File: config.mk
export PLATFORM = sky130hd
export DESIGN_NAME = tron_round_ctrl
export DESIGN_NICKNAME = d
export VERILOG_FILES = /design/src/rtl/tron_pkg.sv /design/src/rtl/tron_tick_div.sv /design/src/rtl/tron_round_ctrl.sv
export SDC_FILE = /design/constraint.sdc
export NUM_CORES = 1
export LEC_CHECK = 0
export ABC_AREA = 1
export CORE_ASPECT_RATIO = 0.9
export CORE_MARGIN = 5
export CORE_UTILIZATION = 50
export CTS_BUF_LIST = sky130_fd_sc_hd__clkbuf_16
export DETAILED_ROUTE_END_ITERATION = 7
export DONT_BUFFER_PORTS = 1
export PLACE_DENSITY = 0.68
export SLEW_MARGIN = 0
export SYNTH_ARGS = -nofsm -noshare
export SYNTH_HDL_FRONTEND = slang
export SYNTH_SLANG_ARGS = --single-unit
export TNS_END_PERCENT = 1
File: constraint.sdc
create_clock -name clk -period 4.9 [get_ports clk]
set_input_delay 0.735 -clock clk [delete_from_list [all_inputs] [get_ports clk]]
set_output_delay 0.735 -clock clk [all_outputs]
set_load 0.01 [all_outputs]
File: src/rtl/tron_pkg.sv
`default_nettype none
// ============================================================================
// Module      : tron_pkg
// Description : Shared types and constants for the Tron round controller:
//               FSM state encoding, round-result encoding, score width and a
//               helper that sizes cycle counters.
// Revision    : 1.0 - initial release
// ============================================================================
package tron_pkg;

  // Round controller states
  typedef enum logic [2:0] {
    ST_IDLE      = 3'd0,
    ST_CLEAR     = 3'd1,
    ST_COUNTDOWN = 3'd2,
    ST_PLAY      = 3'd3,
    ST_ROUND_END = 3'd4,
    ST_GAME_OVER = 3'd5
  } state_t;

  // Last-round result encoding
  localparam logic [1:0] WIN_NONE = 2'b00;
  localparam logic [1:0] WIN_P1   = 2'b01;
  localparam logic [1:0] WIN_P2   = 2'b10;
  localparam logic [1:0] WIN_DRAW = 2'b11;

  // Width of each player's score
  localparam int SCORE_W = 4;

  // Counter width able to hold 0..n-1; never narrower than one bit
  function automatic int cnt_w(input int n);
    return (n > 1) ? $clog2(n) : 1;
  endfunction

endpackage
`default_nettype wire

File: src/rtl/tron_tick_div.sv
`default_nettype none
// ============================================================================
// Module      : tron_tick_div
// Description : Parameterised cycle divider. Counts enabled cycles
//               0..DIV-1 and raises wrap_o for the single enabled cycle in
//               which the count is at DIV-1. clr_i synchronously restarts
//               the count at 0 and has priority over en_i.
// Revision    : 1.0 - initial release
// ============================================================================
module tron_tick_div
  import tron_pkg::*;
#(
  parameter int DIV = 4
) (
  input  logic clk_i,
  input  logic rst_i,
  input  logic clr_i,
  input  logic en_i,
  output logic wrap_o
);

  localparam int              CW   = cnt_w(DIV);
  localparam logic [CW-1:0]   LAST = CW'(DIV - 1);

  logic [CW-1:0] cnt_q;
  logic [CW-1:0] cnt_d;

  // Next count: clear wins, otherwise advance and roll over at DIV-1
  always_comb begin
    cnt_d = cnt_q;
    if (clr_i) begin
      cnt_d = '0;
    end else if (en_i) begin
      cnt_d = (cnt_q == LAST) ? '0 : cnt_q + CW'(1);
    end
  end

  // Count register
  always_ff @(posedge clk_i or posedge rst_i) begin
    if (rst_i) begin
      cnt_q <= '0;
    end else begin
      cnt_q <= cnt_d;
    end
  end

  assign wrap_o = en_i && (cnt_q == LAST);

endmodule
`default_nettype wire

File: src/rtl/tron_round_ctrl.sv
`default_nettype none
// ============================================================================
// Module      : tron_round_ctrl
// Description : Round/game sequencer for a two-player Tron game. Drives the
//               arena-clear handshake, the start countdown, play enable, the
//               round-end hold and game over, and keeps both scores.
//               Optional macro TRON_ROUND_PAUSE_EN adds a level pause input
//               that freezes countdown/play.
// Revision    : 1.0 - initial release
// ============================================================================
module tron_round_ctrl
  import tron_pkg::*;
#(
  parameter int TICKS_PER_SEC = 50000000,
  parameter int COUNT_SECS    = 3,
  parameter int GUARD_CYCLES  = 4,
  parameter int HOLD_CYCLES   = 100000000,
  parameter int WIN_SCORE     = 5
) (
  input  logic               clk,
  input  logic               reset,
  input  logic               start,
  input  logic               p1_lost,
  input  logic               p2_lost,
  input  logic               clear_done,
`ifdef TRON_ROUND_PAUSE_EN
  input  logic               pause,
`endif
  output logic               clear_req,
  output logic               play_en,
  output logic [2:0]         countdown,
  output logic [SCORE_W-1:0] score1,
  output logic [SCORE_W-1:0] score2,
  output logic [1:0]         winner,
  output logic               game_over
);

  localparam int                 GW        = cnt_w(GUARD_CYCLES + 1);
  localparam logic [GW-1:0]      GUARD_MAX = GW'(GUARD_CYCLES);
  localparam logic [SCORE_W-1:0] WIN_S     = SCORE_W'(WIN_SCORE);

  state_t               state_q, state_d;
  logic                 clear_req_q, clear_req_d;
  logic                 play_en_q, play_en_d;
  logic [2:0]           countdown_q, countdown_d;
  logic [SCORE_W-1:0]   score1_q, score1_d;
  logic [SCORE_W-1:0]   score2_q, score2_d;
  logic [1:0]           winner_q, winner_d;
  logic                 game_over_q, game_over_d;
  logic [GW-1:0]        guard_q, guard_d;

  logic                 w_pause;
  logic                 w_tick_wrap;
  logic                 w_hold_wrap;
  logic                 w_guard_sat;
  logic                 w_any_lost;

`ifdef TRON_ROUND_PAUSE_EN
  assign w_pause = pause;
`else
  assign w_pause = 1'b0;
`endif

  assign w_guard_sat = (guard_q == GUARD_MAX);
  assign w_any_lost  = p1_lost || p2_lost;

  // Countdown step timer: runs only in COUNTDOWN, restarts at 0 on entry
  tron_tick_div #(
    .DIV (TICKS_PER_SEC)
  ) u_tick_div (
    .clk_i  (clk),
    .rst_i  (reset),
    .clr_i  (state_q != ST_COUNTDOWN),
    .en_i   ((state_q == ST_COUNTDOWN) && !w_pause),
    .wrap_o (w_tick_wrap)
  );

  // Round-end hold timer: runs only in ROUND_END, restarts at 0 on entry
  tron_tick_div #(
    .DIV (HOLD_CYCLES)
  ) u_hold_div (
    .clk_i  (clk),
    .rst_i  (reset),
    .clr_i  (state_q != ST_ROUND_END),
    .en_i   (state_q == ST_ROUND_END),
    .wrap_o (w_hold_wrap)
  );

  // Next state and next registered outputs
  always_comb begin
    state_d     = state_q;
    clear_req_d = clear_req_q;
    play_en_d   = play_en_q;
    countdown_d = countdown_q;
    score1_d    = score1_q;
    score2_d    = score2_q;
    winner_d    = winner_q;
    game_over_d = game_over_q;
    guard_d     = guard_q;

    unique case (state_q)
      ST_IDLE: begin
        if (start) begin
          state_d     = ST_CLEAR;
          clear_req_d = 1'b1;
          score1_d    = '0;
          score2_d    = '0;
          winner_d    = WIN_NONE;
        end
      end

      ST_CLEAR: begin
        clear_req_d = 1'b1;
        play_en_d   = 1'b0;
        if (clear_done) begin
          state_d     = ST_COUNTDOWN;
          clear_req_d = 1'b0;
          countdown_d = 3'(COUNT_SECS);
        end
      end

      ST_COUNTDOWN: begin
        play_en_d = 1'b0;
        if (w_tick_wrap) begin
          if (countdown_q == 3'd1) begin
            state_d     = ST_PLAY;
            countdown_d = 3'd0;
            play_en_d   = 1'b1;
            guard_d     = '0;
          end else begin
            countdown_d = countdown_q - 3'd1;
          end
        end
      end

      ST_PLAY: begin
        // Pause drops motion and freezes the guard; lost flags are not seen
        play_en_d = !w_pause;
        if (!w_pause) begin
          if (!w_guard_sat) begin
            guard_d = guard_q + GW'(1);
          end else if (w_any_lost) begin
            state_d   = ST_ROUND_END;
            play_en_d = 1'b0;
            if (p1_lost && p2_lost) begin
              winner_d = WIN_DRAW;
            end else if (p1_lost) begin
              winner_d = WIN_P2;
              if (score2_q != WIN_S) begin
                score2_d = score2_q + SCORE_W'(1);
              end
            end else begin
              winner_d = WIN_P1;
              if (score1_q != WIN_S) begin
                score1_d = score1_q + SCORE_W'(1);
              end
            end
          end
        end
      end

      ST_ROUND_END: begin
        if (w_hold_wrap) begin
          if ((score1_q == WIN_S) || (score2_q == WIN_S)) begin
            state_d     = ST_GAME_OVER;
            game_over_d = 1'b1;
          end else begin
            state_d     = ST_CLEAR;
            clear_req_d = 1'b1;
          end
        end
      end

      ST_GAME_OVER: begin
        game_over_d = 1'b1;
        if (start) begin
          state_d     = ST_CLEAR;
          game_over_d = 1'b0;
          clear_req_d = 1'b1;
          score1_d    = '0;
          score2_d    = '0;
          winner_d    = WIN_NONE;
        end
      end

      default: begin
        state_d = ST_IDLE;
      end
    endcase
  end

  // State and output registers; reset returns everything to IDLE/zero
  always_ff @(posedge clk or posedge reset) begin
    if (reset) begin
      state_q     <= ST_IDLE;
      clear_req_q <= 1'b0;
      play_en_q   <= 1'b0;
      countdown_q <= 3'd0;
      score1_q    <= '0;
      score2_q    <= '0;
      winner_q    <= WIN_NONE;
      game_over_q <= 1'b0;
      guard_q     <= '0;
    end else begin
      state_q     <= state_d;
      clear_req_q <= clear_req_d;
      play_en_q   <= play_en_d;
      countdown_q <= countdown_d;
      score1_q    <= score1_d;
      score2_q    <= score2_d;
      winner_q    <= winner_d;
      game_over_q <= game_over_d;
      guard_q     <= guard_d;
    end
  end

  assign clear_req = clear_req_q;
  assign play_en   = play_en_q;
  assign countdown = countdown_q;
  assign score1    = score1_q;
  assign score2    = score2_q;
  assign winner    = winner_q;
  assign game_over = game_over_q;

endmodule
`default_nettype wire

==> results of run 1 <==
[flip-flops by register name (all words and copies together) (netlist names)]
name              count
clear_req             1
countdown             3
game_over             1
guard_q               3
play_en               1
score1                4
score2                4
state_q               3
u_hold_div.cnt_q     27
u_tick_div.cnt_q     26
winner                2
[power groups by stage]
| stage | combinational [mW] | clock [mW] | sequential, mW |
|---|---|---|---|
| floorplan | 0.515 | 0 | 0.814 |
| global placement | 0.570 | 0 | 0.840 |
| detailed placement | 0.590 | 0 | 0.845 |
| CTS | 0.595 | 0.746 | 0.834 |
| global route | 0.685 | 0.775 | 0.848 |
| finish | 0.590 | 0.731 | 0.833 |
[through the flow]
stage                     hold slack [ns]  instance area (um^2)  util [%]
after CTS                           0.459                  5030      55.6
final                               0.458                  5030      55.6
after global routing                0.468                  5030      55.6
after detailed placement            0.451                  4700      52.0
after global placement              0.452                  4700      52.0
after floorplan                     0.433                  4600         -
[kinds of logic after synthesis]
logic type	synth area share (%)
flip-flops	40.8
XOR/XNOR	3.05
buffers and inverters	8.43
adder cells (fa/ha/maj)	2.72
AND/OR/NAND/NOR	40.8
AO/OA/AOI/OAI	4.24
[placed cells by master, fill, tap and decap left out, drive strengths merged]
cell / n
o21a: 1
a21oi: 16
o211ai: 1
xor2: 11
nand3: 51
o21ai: 15
inv: 88
buf: 1
nor2: 144
bufinv: 2
clkbuf: 9
xnor2: 5
nand2: 184
nand4: 24
clkinvlp: 1
a41oi: 2
ha: 10
and3: 1
nor4: 2
nor3b: 2
nor3: 22
a211oi: 1
clkinv: 3
dfrtp: 75
[how the worst max path moves through the flow]
stage / from / to / slack (ns) / cells past startpoint
3_3_place_gp: state_q[0]$_DFFE_PP0P_ / u_tick_div.cnt_q[15]$_DFF_PP0_ / 2.90 / 7
5_1_grt: state_q[0]$_DFFE_PP0P_ / u_tick_div.cnt_q[14]$_DFF_PP0_ / 2.60 / 7
3_5_place_dp: state_q[0]$_DFFE_PP0P_ / u_tick_div.cnt_q[14]$_DFF_PP0_ / 2.82 / 7
4_1_cts: state_q[2]$_DFFE_PP0P_ / u_tick_div.cnt_q[14]$_DFF_PP0_ / 2.80 / 7
2_1_floorplan: reset / clear_req$_DFFE_PP0P_ / 2.26 / 1
6_report: state_q[2]$_DFFE_PP0P_ / u_tick_div.cnt_q[14]$_DFF_PP0_ / 2.79 / 7
[worst max-delay path: stages, from the launching register on]
cell     delay (ns)
dfrtp_1        0.42
nor2_1         0.22
nand2_1        0.38
inv_1          0.33
nand2_2        0.22
inv_2          0.23
o21ai_0        0.13
nor2_1         0.09
[cell type report]
cell class                 count  area, um^2  share of cell area (%)
clock buffer                   9         225                    4.48
clock inverter                 7        98.8                    1.97
inverter                      87         330                    6.57
multi-input combinational    492        2330                    46.5
sequential                    75        1880                    37.3
tap                          122         153                    3.04
timing repair buffer           1        7.51                   0.149
[synth_stat cells (all sizes together)]
cell type / count
and3: 1
xor2: 11
nand4: 24
inv: 87
nor3: 22
nor2: 144
a41oi: 2
xnor2: 5
nor3b: 2
o211ai: 1
o21a: 1
clkbuf: 1
nor4: 2
nand3: 51
dfrtp: 75
a211oi: 1
ha: 10
buf: 6
o21ai: 15
nand2: 184
a21oi: 16
[per-layer routing]
layer | GRT usage, % | up-vias | share of wire, %
met5 | 0 | - | 0
met4 | 4.77 | 0 | 0.92
met3 | 7.56 | 9 | 7.8
met2 | 31.8 | 105 | 44
met1 | 29.3 | 1916 | 48
li1 | - | 2108 | -
==> results.md, run 1 <==
- # setup viols final: 0
- VDD IR max: 302 uV
- Fin Clk Skew: 0.00826 ns
- Clk root buf: clkbuf_16
- Share of layout cells above drive strength 1: 7.30%
- Max capacitance violation total: 0
- Lkg Pwr: 2.22 nW
- Post-synth cell types: 31
- DR vias: 4138
- Nets@finish: 682
- CTS Sinks: 75
- Post-CTS Setup Inserts: 0
- Site Rows: 33
- Post-CTS sizing: 0
- Crit Reg-Reg Startpoint: state_q[2]$_DFFE_PP0P_
- Total global routing overflow: 0
- Register area share after synthesis: 40.8%
- Clock latency on the worst-skew pair: 0.34 ns
- DRT iter0 DRCs: 167
- RSZ-0062 raised after global routing: false
- Leading post-synthesis cells by cell area: dfrtp_1, nand2_1, nor2_1, inv_1, nand3_1
- Synth Cell Area: 4600 um^2
- Pwr Density: 429 nW/um^2
- Placer Congestion: 0.889
- Drt total wl: 11200 um
- Slew Limit Fails: 0
- Cells after Synth: 661
- Worst Hold End: u_hold_div.cnt_q[0]$_DFF_PP0_
- CTS tree: yes
- Internal: 1.34 mW
- Pre-Repair DR Iteration Count: 4
- DR WL/cell: 14.1 um
- Total Power: 2.15 mW
- Layout area overhead: 9.28%
- Hold_buf cts: 0
- Fmax: 474 MHz
- Final period util: 43.0%
- Sequential Power Share: 38.7%
- Sw Pwr: 817 uW
- Initial antenna violation count: 0
- Worst-margin pin slew: 0.933 ns
- Vias in the first global route: 4011
- Hold path start: u_hold_div.cnt_q[0]$_DFF_PP0_
- R2R setup slack: 2.79 ns
- DRT antenna net count: 0
- Crit-path max FO: 12
- Status: finished clean
- Worst slew margin: 37.8%
- RR Endpoint: u_tick_div.cnt_q[14]$_DFF_PP0_
- DP Cell Count: 777
- Setup_tns: 0 ns
- CTS max path bufs: 2
- Core Area: 9040 um^2
- First-pass GRT wire length: 19200 um
- Clk slew on worst S/H paths: 0.07 ns
- Min setup slack post-route: 2.79 ns
- Startpoint Class: flop
- Die X: 111 um
- CTS Buf Count: 9
- Hpwl dp: 8360 um
- Final min period: 2.11 ns
- Final Hold Violating Endpoints: 0
- WP data required: 5.17 ns
- Port buffer count: 0
- Sw frac: 37.9%
- Hold crit path type: reg -> reg
- Share of the synthesized area in the top cell type: 40.8%
- IO Pins: 22
- Chip height: 101 um
- Place WS: 2.82 ns
- ANT cells: 0
- Worst R2R Path Depth: 7
- Hold Path Stages: 1
- Post-Syn Area per Cell: 6.96 um^2
- Total GRT Usage: 21.1%
- Comb pwr share: 27.4%
- DIE AREA: 11200 um^2
- #FFs+latches synth: 75
- Largest area contributor in the netlist: dfrtp_1
- Fill count: 880
- Clk pwr share: 33.9%
- Pin count of the biggest net entering global routing: 76
- H-Tree Depth: 3
- Synth Warn #: 0
- Setup CP Type: reg -> reg
- CP Data Arrival Time: 2.38 ns
- Drc violations: 0
- Layout Cells excl Fill: 793
- Initial Util: 50.9%
- Kind of end point of the critical path: flop
- Post-synth net total: 677
- Vias per cell: 5.22
No activity file was read; power rests on OpenSTA's default activity.
==> run 2: changes to the inputs <==
Settings changed: PLACE_DENSITY 0.68 to 0.71.
Clock period 4.9 ns to 1.7 ns, I/O delays scaled along.
==> run 2 against run 1 <==
  * Critical endpoint is now u_tick_div.cnt_q[17]$_DFF_PP0_
  * Setup slack got worse by 2.7 ns
  * Non-clock buffer count grew 30
  * Via count is 4.5% higher
  * First-iteration DRC count grew 68%
==> results.md, run 2 (synthesized netlist as in run 1, its figures left out) <==
- WP data required: 1.92 ns (-3.25 ns)
- Worst slew margin: 69.1% (+31 points)
- Chip height: 101 um (unchanged)
- Pin count of the biggest net entering global routing: 76 (unchanged)
- Largest delay share family, worst path: simple AND/OR/NAND/NOR gates
- Lkg Pwr: 2.37 nW (+6.6%)
- Commonest cells after routing, fill and taps aside: nand2_1, nor2_1, inv_1
- Initial antenna violation count: 0 (unchanged)
- Clk root buf: clkbuf_16
- Worst-margin pin slew: 0.460 ns (-0.472 ns)
- Initial Util: 50.9% (unchanged)
- DIE AREA: 11200 um^2 (unchanged)
- Status: finished clean
- Min setup slack post-route: 0.0800 ns (-2.71 ns)
- # setup viols final: 0 (unchanged)
- Fin Clk Skew: 0.00932 ns (+0.00106 ns)
- Clk slew on worst S/H paths: 0.06 ns (about the same)
- Clock latency on the worst-skew pair: 0.33 ns (about the same)
- Max reg flops: 27 (unchanged)
- IO Pins: 22 (unchanged)
- Pwr Density: 1200 nW/um^2 (+180%)
- CTS Sinks: 75 (unchanged)
- CP Data Arrival Time: 1.84 ns (-0.54 ns)
- Fill count: 815 (-7.4%)
- Slowest library cell on the worst path: dfrtp_1
- Startpoint Class: flop
- DR WL/cell: 13.2 um (-6.1%)
- Core Area: 9040 um^2 (unchanged)
- Register area: 1880 um^2 (+0.13%)
- ANT cells: 0 (unchanged)
- Place WS: -0.0458 ns (-2.87 ns)
- Pre-Repair DR Iteration Count: 5 (+1)
- Crit-path max FO: 11 (-1)
- Max capacitance violation total: 0 (unchanged)
- VDD IR max: 1100 uV (+260%)
- Biggest regs: u_hold_div.cnt_q x27, u_tick_div.cnt_q x26
- Final period util: 95.3% (+52 points)
- Drt total wl: 10900 um (-2.4%)
- DRT antenna net count: 0 (unchanged)
- Site Rows: 33 (unchanged)
- Crit path cell chain: ha_2, nand3_2, inv_2, nand2_1, nor2_2, nand2_1, nand2_2, inv_2, o21ai_0, nor2_1
- Layout Cells excl Fill: 824 (+3.9%)
- Leading cell type in the layout, fill and taps excluded: nand2_1
- Hold crit path type: in -> reg
- Final min period: 1.62 ns (-0.488 ns)
- CTS max path bufs: 2 (unchanged)
- Hpwl dp: 8070 um (-3.4%)
- Fmax: 617 MHz (+30%)
- Share of layout cells above drive strength 1: 12.8% (+5.5 points)
- Kind of end point of the critical path: flop
- Slew Limit Fails: 0 (unchanged)
- H-Tree Depth: 3 (unchanged)
- Setup CP Type: reg -> reg
- CTS Buf Count: 9 (unchanged)
- Worst R2R Path Depth: 10 (+3)
- Layout area overhead: 15.6%
- Vias per cell: 5.25 (+0.56%)
- Die X: 111 um (unchanged)
- First-pass GRT wire length: 18700 um (-2.7%)
- CP Depth: 10 (+3)
- Total global routing overflow: 0 (unchanged)
- Max stage delay on crit path: 0.40 ns (-0.02 ns)
- Multi-input logic area: 2390 um^2 (+2.5%)
- Total Power: 6.37 mW (+200%)
- Final Hold Violating Endpoints: 0 (unchanged)
- Finished Core Util: 58.8% (+3.2 points)
- DR vias: 4324 (+4.5%)
- Placer Congestion: 0.960 (+8.0%)
- Reg with most FFs: u_hold_div.cnt_q
- CTS tree: yes
- DRT iter0 DRCs: 280 (+68%)
- Port buffer count: 0 (unchanged)
- Crit path buf inv count: 2 (unchanged)
- Drc violations: 0 (unchanged)
- Nets@finish: 713 (+4.5%)
- RSZ-0062 raised after global routing: true
- Hold Path Stages: 3 (+2)
- Vias in the first global route: 4098 (+2.2%)
- DP Cell Count: 800 (+3.0%)
- Setup_tns: 0 ns (unchanged)
- Total GRT Usage: 20.4% (-0.62 points)
==> run 2: changes by cell type in the layout (fill, tap and decap cells not counted), sizes merged <==
cell,change
dlygate4sd3,+1
inv,-1
nand2,+1
clkinvlp,+1
buf,+29
==> run 2: timing repair <==
| action | in CTS | in global routing |
|---|---|---|
| setup endpoints to repair | 19 | 51 |
| resized for setup | 1 | 21 |
| hold buffers | 1 | 0 |
| pin swaps | 0 | 4 |
| endpoints found under the hold margin | 75 | 0 |
| setup buffers | 0 | 6 |
| cloned | 0 | 1 |
==> run 2: final timing paths <==
path                                                  end  slack, ns                           from
min in group asynchronous  u_tick_div.cnt_q[18]$_DFF_PP0_       0.51                          reset
setup / recovery           u_tick_div.cnt_q[17]$_DFF_PP0_       0.08  u_tick_div.cnt_q[0]$_DFF_PP0_
setup reg to reg           u_tick_div.cnt_q[17]$_DFF_PP0_       0.08  u_tick_div.cnt_q[0]$_DFF_PP0_
max in group asynchronous        countdown[1]$_DFFE_PP0P_       0.86                          reset
hold reg to reg             u_hold_div.cnt_q[0]$_DFF_PP0_       0.45  u_hold_div.cnt_q[0]$_DFF_PP0_
hold / removal                        play_en$_DFFE_PP0P_       0.15                        p2_lost
==> run 2: metrics by stage <==
stage                     cell area [um^2]  hold WS [ns]
after global routing                  5320         0.179
after detailed placement              4890         0.272
after global placement                4890         0.273
after CTS                             5210         0.152
final                                 5320         0.155
after floorplan                       4600         0.433
==> run 2: cell type report <==
class                   count  share of cell area (%)
clock buffers               9                    4.24
clock inverters             7                    1.58
inverters                  87                    6.26
multi-input cells         493                    45.0
flip-flops and latches     75                    35.4
well taps                 122                    2.87
repair buffers             31                    4.66
==> run 2: power by group <==
| group | total [mW] | switching [mW] | internal [mW] |
|---|---|---|---|
| Clock | 2.00 | 0.737 | 1.27 |
| Combinational | 2.02 | 1.30 | 0.726 |
| Sequential | 2.35 | 0.310 | 2.04 |
==> run 2: metal layers <==
metal | share of wire [%] | up-vias | GRT usage (%)
met5 | 0 | - | 0
met4 | 0.91 | 0 | 5.43
met3 | 7.9 | 9 | 6.12
met2 | 45 | 143 | 32.9
met1 | 46 | 2002 | 27.2
li1 | - | 2170 | -
==> run 2: worst register-to-register path, delay by kind of cell, from the launching register on <==
family	cells	cell delay (ns)
flops	1	0.40
simple gates	6	0.55
fa+ha+maj	1	0.21
buf+inv	2	0.23
compound gates	1	0.11
==> run 3: changes to the inputs <==
Settings changed: CELL_PAD_IN_SITES_DETAIL_PLACEMENT set to 0, CELL_PAD_IN_SITES_GLOBAL_PLACEMENT set to 2, CORE_UTILIZATION 50 to 33, PLACE_DENSITY 0.71 to 0.79.
==> run 3 against run 2 <==
  * Count of clock-buffer cells in the layout did not move
  * Final cell count rose by 8.9%
  * First-iteration DRC count fell by 13%
  * Wire length rose by 15%
  * Fmax rose by 0.63%
  * Die area rose by 46%
  * Sequential cell count did not move
  * Critical path depth did not move
  * Highest routed layer unchanged
  * Clock skew fell by 0.0047 ns
  * Sequential power fell by 2%
  * Global-route usage fell by 4.2 points
  * Critical endpoint is now u_hold_div.cnt_q[24]$_DFF_PP0_
  * Setup slack improved by 0.010 ns
==> results.md, run 3 (synthesized netlist as in run 1, its figures left out) <==
- Status: finished clean
- Reg with most FFs: u_hold_div.cnt_q
- Clk slew on worst S/H paths: 0.06 ns (about the same)
- CP Data Arrival Time: 1.89 ns (+0.05 ns)
- Share of layout cells above drive strength 1: 17.4% (+4.6 points)
- Setup_tns: 0 ns (unchanged)
- Final Hold Violating Endpoints: 0 (unchanged)
- Initial antenna violation count: 0 (unchanged)
- Total global routing overflow: 0 (unchanged)
- DRT iter0 DRCs: 244 (-13%)
- Layout area overhead: 23.2%
- Die X: 134 um (+21%)
- Lkg Pwr: 2.52 nW (+6.3%)
- Initial Util: 33.2% (-18 points)
- Site Rows: 41 (+24%)
- Slew Limit Fails: 0 (unchanged)
- Crit-path max FO: 5 (-6)
- Setup CP Type: reg -> reg
- Hold crit path type: in -> reg
- Port buffer count: 0 (unchanged)
- Drc violations: 0 (unchanged)
- Hpwl dp: 9800 um (+21%)
- Fin Clk Skew: 0.00461 ns (-0.00471 ns)
- Pin count of the biggest net entering global routing: 26 (-66%)
- H-Tree Depth: 3 (unchanged)
- Min setup slack post-route: 0.0901 ns (+0.0101 ns)
- Leading cell type in the layout, fill and taps excluded: nand2_1
- Total Power: 6.88 mW (+8.0%)
- CTS max path bufs: 2 (unchanged)
- Startpoint Class: flop
- # setup viols final: 0 (unchanged)
- Clk root buf: clkbuf_16
- CTS tree: yes
- DRT antenna net count: 0 (unchanged)
- Nets@finish: 736 (+3.2%)
- DR vias: 4318 (-0.14%)
- Total GRT Usage: 16.3% (-4.2 points)
- R2R setup slack: 0.09 ns (about the same)
- Place WS: 0.00768 ns (+0.0535 ns)
- Max capacitance violation total: 0 (unchanged)
- Chip height: 122 um (+21%)
- Pwr Density: 1210 nW/um^2 (+1.3%)
- Biggest regs: u_hold_div.cnt_q x27, u_tick_div.cnt_q x26
- CTS Sinks: 75 (unchanged)
- Core Area: 13900 um^2 (+53%)
- Final min period: 1.61 ns (-0.0101 ns)
- Worst slew margin: 58.2% (-11 points)
- WP data required: 1.98 ns (+0.06 ns)
- Commonest cells after routing, fill and taps aside: nand2_1, nor2_1, inv_1
- Drt total wl: 12500 um (+15%)
- DIE AREA: 16400 um^2 (+46%)
- DR WL/cell: 13.9 um (+5.4%)
- Worst-margin pin slew: 0.625 ns (+0.165 ns)
- Final period util: 94.7% (-0.59 points)
- Max reg flops: 27 (unchanged)
- Fmax: 621 MHz (+0.63%)
- Kind of end point of the critical path: flop
- Clock latency on the worst-skew pair: 0.34 ns (about the same)
- First-pass GRT wire length: 21100 um (+13%)
- Vias per cell: 4.81 (-8.3%)
- Pre-Repair DR Iteration Count: 4 (-1)
- Placer Congestion: 0.847 (-12%)
- CTS Buf Count: 9 (unchanged)
- VDD IR max: 733 uV (-33%)
- ANT cells: 0 (unchanged)
- RSZ-0062 raised after global routing: true
- Vias in the first global route: 4235 (+3.3%)
- IO Pins: 22 (unchanged)
[run 3: cell types whose count changed in the layout (fill, tap and decap cells not counted), sizes merged]
cell	change
inv	-1
clkinv	-1
nand2	-1
bufinv	+2
buf	+24
[run 3: cell type report]
type / count / area [um^2]
Fill cell: 1469 / 8190
Multi-Input combinational cell: 492 / 2420
Sequential cell: 75 / 1880
Timing Repair Buffer: 55 / 444
Inverter: 87 / 340
Clock buffer: 9 / 225
Tap cell: 172 / 215
Clock inverter: 7 / 140
[run 3: path summary, 6_finish.rpt]
path                                                       end  depth (start not counted)                           from
worst max-delay path            u_hold_div.cnt_q[24]$_DFF_PP0_                         10  u_hold_div.cnt_q[0]$_DFF_PP0_
worst min-delay path                       play_en$_DFFE_PP0P_                          3                        p2_lost
worst max register to register  u_hold_div.cnt_q[24]$_DFF_PP0_                         10  u_hold_div.cnt_q[0]$_DFF_PP0_
worst min register to register   u_tick_div.cnt_q[0]$_DFF_PP0_                          1  u_tick_div.cnt_q[0]$_DFF_PP0_
max in group asynchronous       u_hold_div.cnt_q[19]$_DFF_PP0_                          3                          reset
min in group asynchronous       u_hold_div.cnt_q[11]$_DFF_PP0_                          2                          reset
[run 3: power breakdown]
group | total, mW | internal, mW | switching, mW
logic | 2.21 | 0.820 | 1.39
clock network | 2.37 | 1.58 | 0.790
registers | 2.30 | 2.03 | 0.270
total | 6.88 | 4.43 | 2.45
[run 3: per-stage QoR]
step / instance area, um^2 / util [%] / hold WS (ns) / cells
final: 5660 / 40.9 / 0.143 / 897
after global routing: 5660 / 40.9 / 0.141 / 897
after CTS: 5540 / 40.0 / 0.125 / 893
after detailed placement: 5160 / 37.3 / 0.246 / 876
after global placement: 5160 / 37.3 / 0.249 / 876
after floorplan: 4600 / - / 0.433 / 661
[run 3: what timing repair did]
item                                    CTS  global route
buffers inserted                          0             4
hold endpoints to repair                 21             0
endpoints found under the setup margin    0            56
gates resized for setup                   0            37
hold buffers                              1             0
[run 3: metal layers]
metal  GRT usage [%]  share of wire, %  vias to the layer above
li1                -                 -                     2226
met1            22.9                50                     2029
met2            24.8                44                       55
met3            4.54               5.1                        8
met4            4.01               1.0                        0
met5               0                 0                        -
[run 3: critical path, cell delays in order, from the launching register on]
cell and delay, ns:
dfrtp_1 0.37, ha_2 0.20, nand2_2 0.08, nor2_4 0.16, nand2_1 0.12, nor2_4 0.13
buf_4 0.14, nand2_1 0.07, o21ai_0 0.15, nand2_1 0.06, nor2_1 0.07
